$ cat src/rtl/mul_seq_ctrl.sv
// 8x8 unsigned shift-and-add multiplier sequencer that time-shares one Adder_8bit (optional MUL_EARLY_TERM_EN).
// Latency: product/done registered 8 edges after the accepted start (MUL_EARLY_TERM_EN: highest set multiplier bit + 1, min 1).
// Backpressure: start is only accepted out of IDLE/DONE; start while busy is silently dropped.

module Adder_8bit (
    input  logic [7:0] num_1,
    input  logic [7:0] num_2,
    input  logic       c,
    output logic [7:0] sum,
    output logic       carry
);
    // Shared 8-bit ripple adder: purely combinational, no flow control.
    assign {carry, sum} = {1'b0, num_1} + {1'b0, num_2} + {8'h00, c};
endmodule

module mul_seq_ctrl #(
    parameter int WIDTH      = 8,
    parameter bit DONE_PULSE = 1'b1
) (
    input  logic                 clk,
    input  logic                 rst,
    input  logic                 start,
    input  logic [WIDTH-1:0]     num_1,
    input  logic [WIDTH-1:0]     num_2,
    output logic                 busy,
    output logic                 done,
    output logic [2*WIDTH-1:0]   product
);
    localparam int CW = $clog2(WIDTH + 1);

    typedef enum logic [1:0] {
        S_IDLE,
        S_RUN,
        S_DONE
    } state_t;

    state_t               state;
    logic [WIDTH-1:0]     a_q;
    logic [WIDTH-1:0]     p_hi;
    logic [WIDTH-1:0]     q_q;
    logic [CW-1:0]        cnt;

    logic [WIDTH-1:0]     add_b;
    logic [WIDTH-1:0]     add_sum;
    logic                 add_carry;
    logic [WIDTH-1:0]     p_hi_nxt;
    logic [WIDTH-1:0]     q_nxt;
    logic [CW-1:0]        cnt_nxt;
    logic                 last_iter;
    logic [2*WIDTH-1:0]   prod_nxt;

    assign add_b = q_q[0] ? a_q : '0;

    Adder_8bit u_adder (
        .num_1 (p_hi),
        .num_2 (add_b),
        .c     (1'b0),
        .sum   (add_sum),
        .carry (add_carry)
    );

    // The 9-bit adder result and Q form one right shift, so the carry lands in P_hi[7].
    assign p_hi_nxt = {add_carry, add_sum[WIDTH-1:1]};
    assign q_nxt    = {add_sum[0], q_q[WIDTH-1:1]};
    assign cnt_nxt  = cnt + CW'(1);

`ifdef MUL_EARLY_TERM_EN
    logic [WIDTH-1:0] rem_mask;
    logic [CW-1:0]    shamt;

    // Untouched multiplier bits sit in the low WIDTH-cnt_nxt bits of Q.
    assign rem_mask  = {WIDTH{1'b1}} >> cnt_nxt;
    assign last_iter = (cnt_nxt == CW'(WIDTH)) || ((q_nxt & rem_mask) == '0);
    assign shamt     = CW'(WIDTH) - cnt_nxt;
    assign prod_nxt  = {p_hi_nxt, q_nxt} >> shamt;
`else
    assign last_iter = (cnt_nxt == CW'(WIDTH));
    assign prod_nxt  = {p_hi_nxt, q_nxt};
`endif

    always_ff @(posedge clk or posedge rst) begin
        if (rst) begin
            state   <= S_IDLE;
            busy    <= 1'b0;
            done    <= 1'b0;
            product <= '0;
            a_q     <= '0;
            p_hi    <= '0;
            q_q     <= '0;
            cnt     <= '0;
        end else begin
            case (state)
                S_IDLE, S_DONE: begin
                    if (start) begin
                        state <= S_RUN;
                        busy  <= 1'b1;
                        done  <= 1'b0;
                        a_q   <= num_1;
                        q_q   <= num_2;
                        p_hi  <= '0;
                        cnt   <= '0;
                    end else if (state == S_DONE && DONE_PULSE) begin
                        state <= S_IDLE;
                        done  <= 1'b0;
                    end
                end
                S_RUN: begin
                    p_hi <= p_hi_nxt;
                    q_q  <= q_nxt;
                    cnt  <= cnt_nxt;
                    if (last_iter) begin
                        state   <= S_DONE;
                        busy    <= 1'b0;
                        done    <= 1'b1;
                        product <= prod_nxt;
                    end
                end
                default: begin
                    state <= S_IDLE;
                    busy  <= 1'b0;
                    done  <= 1'b0;
                end
            endcase
        end
    end
endmodule

$ cat config.mk
export PLATFORM = sky130hd
export DESIGN_NAME = mul_seq_ctrl
export DESIGN_NICKNAME = d
export VERILOG_FILES = /design/src/rtl/mul_seq_ctrl.sv
export SDC_FILE = /design/constraint.sdc
export NUM_CORES = 1
export LEC_CHECK = 0
export ABC_AREA = 1
export CORE_UTILIZATION = 55
export DETAILED_ROUTE_END_ITERATION = 6
export DONT_BUFFER_PORTS = 1
export PLACE_DENSITY = 0.7
export SLEW_MARGIN = 20
export SYNTH_ARGS = -nofsm -noshare
export SYNTH_HDL_FRONTEND = slang
export SYNTH_SLANG_ARGS = --single-unit
$ cat constraint.sdc
create_clock -name clk -period 2.1 [get_ports clk]
set_clock_uncertainty 0.1 [all_clocks]
set_input_delay 0.42 -clock clk [delete_from_list [all_inputs] [get_ports clk]]
set_output_delay 0.42 -clock clk [all_outputs]
set_load 0.005 [all_outputs]
==> results of run 1 <==
## cells in the final DEF, fill, tap and decap left out
cell type	count
nor2_2	1
o21ai_0	7
and2_4	1
nor2_1	14
nand3_1	17
inv_1	22
nand3_4	1
bufinv_16	1
dfrtp_1	47
o21ai_1	7
ha_1	9
fa_2	1
buf_4	6
mux2_2	8
o31ai_1	1
clkbuf_1	1
a22o_1	1
nand4_1	1
nand3b_1	2
a31oi_1	8
nand3_2	1
clkbuf_8	5
inv_2	3
nand2_2	1
or2_2	2
a21oi_1	7
o21ai_2	1
nand2_1	95
## how the worst max path moves through the flow
| stage | startpoint | end | cells past startpoint |
|---|---|---|---|
| 3_3_place_gp | q_q[0] | product[15] | 12 |
| 2_1_floorplan | q_q[0] | p_hi[7] | 13 |
| 3_5_place_dp | q_q[0] | p_hi[7] | 12 |
| 5_1_grt | q_q[0] | p_hi[6] | 10 |
| 4_1_cts | q_q[0] | p_hi[7] | 12 |
| 6_report | q_q[0] | p_hi[7] | 12 |
## worst max-delay path: stages (launching register included)
cell and delay, ns:
dfrtp_1 0.42, nand2_1 0.07, inv_1 0.04, ha_1 0.20, fa_2 0.37, nand2_1 0.08
nand2_1 0.07, nand3_1 0.09, nand2_1 0.07, nand2_1 0.06, nand2_1 0.06, nand2_1 0.06
nand2_1 0.04
## per-layer routing
layer | wire length, um | track usage
met5 | 0 | 0
met4 | 54 | 0.0878
met3 | 198 | 0.0651
met2 | 1980 | 0.346
met1 | 2180 | 0.333
## power by group through the flow
stage	sequential (mW)	clock (mW)	combinational [mW]
2_1_floorplan	1.59	0	1.65
3_3_place_gp	1.66	0	1.97
3_5_place_dp	1.67	0	2.01
4_1_cts	1.66	0.656	2.02
5_1_grt	1.72	0.689	2.34
6_report	1.66	0.636	2.01
## sequential cells by signal, indices dropped and copies added, names as in the netlist
register  cells
product      16
a_q           8
p_hi          8
q_q           8
cnt           4
busy          1
done          1
state         1
## final cells by class
cell class / instances / area share
sequential: 47 / 0.478
multi-input combinational: 186 / 0.399
inverter: 25 / 0.0381
clock buffer: 6 / 0.0295
tap: 50 / 0.0254
timing repair buffer: 6 / 0.0183
clock inverter: 1 / 0.0122
## what timing repair did
item,CTS,global route
setup buffers,0,0
setup endpoints to repair,0,1
gates resized for setup,0,1
## per-stage QoR
stage / total power, mW / hold WS, ns / utilization
2_1_floorplan: 3.23 / 0.355 / -
3_3_place_gp: 3.63 / 0.373 / 0.589
3_5_place_dp: 3.68 / 0.376 / 0.589
4_1_cts: 4.33 / 0.0558 / 0.615
5_1_grt: 4.75 / 0.0942 / 0.616
6_report: 4.30 / 0.0452 / 0.616
## kinds of logic after synthesis
group                    share of synthesized area
multiplexers                                0.0392
AND/OR/NAND/NOR                              0.251
buffers and inverters                       0.0626
AO/OA/AOI/OAI                               0.0783
adder cells (fa/ha/maj)                     0.0577
flip-flops                                   0.511
==> flow_summary.yaml, run 1 <==
grt:
  grt_use_total: 0.236
  overflow: 0
  grt_antenna_before_repair: 0
  grt_pass1_wl_um: 7620
  first_global_vias: 1638
  grt_max_degree: 48
synth:
  synth_cells: 266
  yosys-top-cells-area: "dfrtp_1 51%, nand2_1 16%, ha_1 4.9%"
  seq_area_frac_synth: 0.511
  synth.largest_area_cell: "dfrtp_1"
  synth_most_common_cell: "nand2_1"
  syn_area_mm2: 0.00230
  avgSynthCellArea_um2: 8.65
  netlist_top_cells_count: "95 x nand2_1, 47 x dfrtp_1, 23 x inv_1, 17 x nand3_1, 14 x nor2_1"
  yosys.cell_types.count: 28
  ys_seq_elements: 47
  async_flop_share: 1.00
  synth-warning-count: 0
  ys.flop_type: "dfrtp_1"
  synth-edff-count: 0
  synth_top_area_frac: 0.511
  syn-num-nets: 295
floorplan:
  io_pins: 37
  die-area_mm2: 0.00444
  start_util: 0.575
  num_rows: 23
  core_mm2: 0.00400
  fp.dieW_um: 66.7
  die_h_um: 66.7
timing:
  fin_setup_tns_ns: 0
  slew_viol_final: 0
  timing.final.ws_setup_ns: 0.254
  finalHoldViolations: 0
  slew_headroom: 0.615
  fmax_mhz: 542
  worst_pin_slew_ns: 0.577
  rsz0062_at_grt: "no"
  fin_crit_sh: 0.879
  fin_crit_ns: 1.85
  setup_viol: 0
power_and_ir_drop:
  cellLeakagePower_nw: 1.32
  p_int_mw: 2.49
  peakVddDrop_uv: 993
  seqPwrFrac: 0.385
  clock_power_share: 0.148
  p_per_area_mw_per_mm2: 1750
  combPwrFrac: 0.467
  p_sw_mw: 1.81
  netSwitchingFraction: 0.420
cells_and_area:
  fin_area_mm2: 0.00246
  fillCellCount: 356
  nets: 300
  final-seq-area_mm2: 0.00118
  antenna_cells: 0
  layout-drive-gt1-share: 0.118
  area_growth_pct: 7.07
  stdcell_count: 321
  multi_input_comb_area_um2: 982
cts:
  hold_buffers: 0
  cts_root_buffer: "clkbuf_8"
  clkSlewWorstSetupHoldPaths_ns: 0.09
  cts_buffer_depth: 2
  cts_sinks: 47
  cts_buffers: 5
  htreeDepth: 2
  insertion_delay_ns: 0.30
  cts_tree: "yes"
place:
  dp_worst_setup_slack_ns: 0.201
  place_inst: 314
  io_buffers: 0
  place_area_mm2: 0.00236
  gp_congestion: 0.806
  dp_hpwl_um: 3100
setup_path:
  worst_r2r_path_depth: 12
  worstPathArrival_ns: 1.94
  rr_endpoint: "p_hi[7]"
  worstSetupStartpointType: "flop"
  end_kind: "flop"
  reg2reg_slack_ns: 0.25
  worstSetupPathType: "flop to flop"
  r2r-start: "q_q[0]"
  required_ns: 2.19
  worstPathMaxFanout: 5
run_status:
  status: "finished, final reports clean"
hold_path:
  hp-class: "input pin to asynchronous set/reset pin"
route:
  avgRoutedWirePerCell_um: 13.7
  detail-route-antenna-nets: 0
  drc: 0
  drt-initial-drc-count: 79
  drt-total-wl_um: 4410
  vias_per_cell: 5.25
  dr.pass1.iters: 4
  vias: 1685
flow_run:
  max-cap-violations: 0
(Power assumes the default switching activity.)
==> run 2: changes to the inputs <==
Settings changed: ABC_AREA 1 to 0, CORE_MARGIN from default to 2.
==> run 2 against run 1 <==
Compared with the run above:
- the flow now finishes with violations (setup timing)
- non-clock buffer count grew 9
- die area increased by 5.3%
- routed wire length is 19% higher
- sequential cell count stayed put
- worst hold slack got worse by 0.018 ns
- setup slack got worse by 0.33 ns
- combinational power shrank 11%
- cell area is 8.9% higher
- register-to-register slack got worse by 0.33 ns
- critical path type unchanged
==> flow_summary.yaml, run 2 <==
synth:
  synth-warning-count: 0
  avgSynthCellArea_um2: 10.7
  yosys-top-cells-area: "dfrtp_1 52%, nand2_1 7.6%, ha_1 4.9%"
  netlist_top_cells_count: "47 x dfrtp_1, 46 x nand2_1, 20 x o21ai_0, 10 x and2_1, 10 x mux2_2"
  ys.flop_type: "dfrtp_1"
  ys_seq_elements: 47
  synth_cells: 214
  synth_most_common_cell: "dfrtp_1"
  async_flop_share: 1.00
  synth_top_area_frac: 0.515
  synth-edff-count: 0
  syn_area_mm2: 0.00228
  seq_area_frac_synth: 0.515
  syn-num-nets: 243
  synth.largest_area_cell: "dfrtp_1"
  yosys.cell_types.count: 42
cells_and_area:
  largest_register: "product"
  largest_reg_flops: 16
  nets: 257
  stdcell_count: 279
  layout-drive-gt1-share: 0.284
  mostFrequentLayoutCells: "46 x nand2_1, 46 x dfrtp_1, 17 x o21ai_0"
  area_growth_pct: 17.5
  antenna_cells: 0
route:
  dr.pass1.iters: 4
  dr_wl_met2_um: 2700
  vias_per_cell: 5.86
  top_layer: "met4"
  met1_length_um: 2250
  vias: 1634
  detail-route-antenna-nets: 0
  drt-initial-drc-count: 102
  drc: 0
  avgRoutedWirePerCell_um: 18.7
  wl_met3_um: 221
  drt-total-wl_um: 5230
power_and_ir_drop:
  p_per_area_mw_per_mm2: 1480
  peakVddDrop_uv: 858
  cellLeakagePower_nw: 1.23
grt:
  overflow: 0
  first_global_vias: 1700
  grt_pass1_wl_um: 8390
  grt_use_total: 0.248
  grt_antenna_before_repair: 0
  grt_max_degree: 48
setup_path:
  worstSetupPathType: "flop to flop"
  end_kind: "flop"
  required_ns: 2.18
  crit_slowest_cell: "a2111oi_4"
  path_delay_family: "compound AO/OA/AOI/OAI gates"
  crit_chain: "and2_4 -> ha_4 -> buf_6 -> a211o_4 -> a2111oi_4 -> or4_1 -> o211ai_1"
  worstPathArrival_ns: 2.26
  worstPathMaxFanout: 5
  worstSetupStartpointType: "flop"
  reg2reg_slack_ns: -0.08
  cpPeakStageDelay_ns: 0.45
  crit_buf_inv: 1
cts:
  cts_buffer_depth: 2
  cts_buffers: 5
  htreeDepth: 2
  insertion_delay_ns: 0.31
  cts_tree: "yes"
  cts_sinks: 47
  clkSlewWorstSetupHoldPaths_ns: 0.10
  hold_buffers: 0
  cts_root_buffer: "clkbuf_8"
place:
  io_buffers: 0
  gp_congestion: 0.882
  dp_hpwl_um: 3450
  place_inst: 267
floorplan:
  io_pins: 37
  die-area_mm2: 0.00468
  core_mm2: 0.00400
  num_rows: 23
  fp.dieW_um: 68.4
  start_util: 0.571
  die_h_um: 68.4
timing:
  timing.final.ws_setup_ns: -0.0796
  fin_crit_sh: 1.04
  slew_viol_final: 0
  finalHoldViolations: 0
  worst_pin_slew_ns: 0.590
  fmax_mhz: 459
  rsz0062_at_grt: "yes"
  setup_viol: 5
  holdWs_ns: 0.0270
  slew_headroom: 0.606
  fin_crit_ns: 2.18
run_status:
  status: "finished, violations left"
  violations: "setup timing"
flow_run:
  max-cap-violations: 0
hold_path:
  hp-class: "input pin to asynchronous set/reset pin"
==> run 2: changes by cell type after synthesis, moves of 3 or more <==
| cell | before | now |
|---|---|---|
| o21ai_0 | 7 | 20 |
| and2_1 | 0 | 10 |
| nand2_1 | 95 | 46 |
| mux2i_1 | 0 | 9 |
| a21o_1 | 0 | 4 |
| o21ai_1 | 7 | 0 |
| a31oi_1 | 8 | 1 |
| inv_1 | 23 | 3 |
| nor2_1 | 14 | 8 |
| a21oi_1 | 7 | 2 |
| a22o_1 | 1 | 4 |
| nand3_1 | 17 | 1 |
| a211oi_1 | 0 | 4 |
| clkbuf_1 | 1 | 4 |
==> run 2: metrics by stage <==
stage	area, um^2	worst slack [ns]	TNS (ns)	utilization	total power, mW
after floorplan	2290	0.0250	0	-	2.66
after global placement	2400	-0.00800	-0.0138	0.601	2.99
after detailed placement	2400	-0.157	-0.476	0.601	3.08
after CTS	2600	-0.0351	-0.0692	0.649	3.83
after global routing	2680	-0.127	-0.574	0.670	4.27
final	2680	-0.0796	-0.205	0.670	3.98
==> run 2: what timing repair did <==
item                       CTS  global route
hold endpoints to repair     0             0
setup endpoints to repair   10            11
gates cloned                 0             0
gates resized for setup     13            16
pin swaps                    4            12
setup buffers                3             1
==> run 2: kinds of logic (layout without fill, tap and decap cells) <==
group	Yosys count	in the layout	share of synthesized area
AOI/OAI and AO/OA	49	49	0.157
buffers and inverters	11	26	0.0214
DFF	47	47	0.515
muxes	19	19	0.0888
and+or+nand+nor	76	76	0.151
xor gates and xnor gates	2	2	0.00768
adders and majority gates	10	10	0.0581
==> run 2: final cells by class <==
| class | instances | area [um^2] |
|---|---|---|
| Multi-Input combinational cell | 156 | 1220 |
| Sequential cell | 47 | 1180 |
| Clock inverter | 3 | 23.8 |
| Clock buffer | 5 | 68.8 |
| Inverter | 3 | 11.3 |
| Tap cell | 50 | 62.6 |
| Fill cell | 299 | 1320 |
| Timing Repair Buffer | 15 | 120 |
==> run 2: layer usage <==
metal | up-vias | track usage
li1 | 783 | -
met2 | 30 | 0.427
met1 | 815 | 0.304
met3 | 6 | 0.0674
met4 | 0 | 0.0700
met5 | - | 0
==> run 2: final timing paths <==
kind                            startpoint         end  cells past startpoint
worst max-delay path                q_q[0]     p_hi[6]                      7
worst min-delay path                   rst  product[4]                      2
worst max register to register      q_q[0]     p_hi[6]                      7
worst min register to register      q_q[6]  product[5]                      2
max in group asynchronous              rst      q_q[0]                      2
min in group clk                  num_1[4]      a_q[4]                      1
==> run 2: where the power goes <==
part	switching, mW	internal, mW	leakage, nW	total, mW
Clock	0.326	0.238	0.0408	0.565
Sequential	0.336	1.29	0.595	1.63
Combinational	0.924	0.860	0.593	1.78
Total	1.59	2.39	1.23	3.98
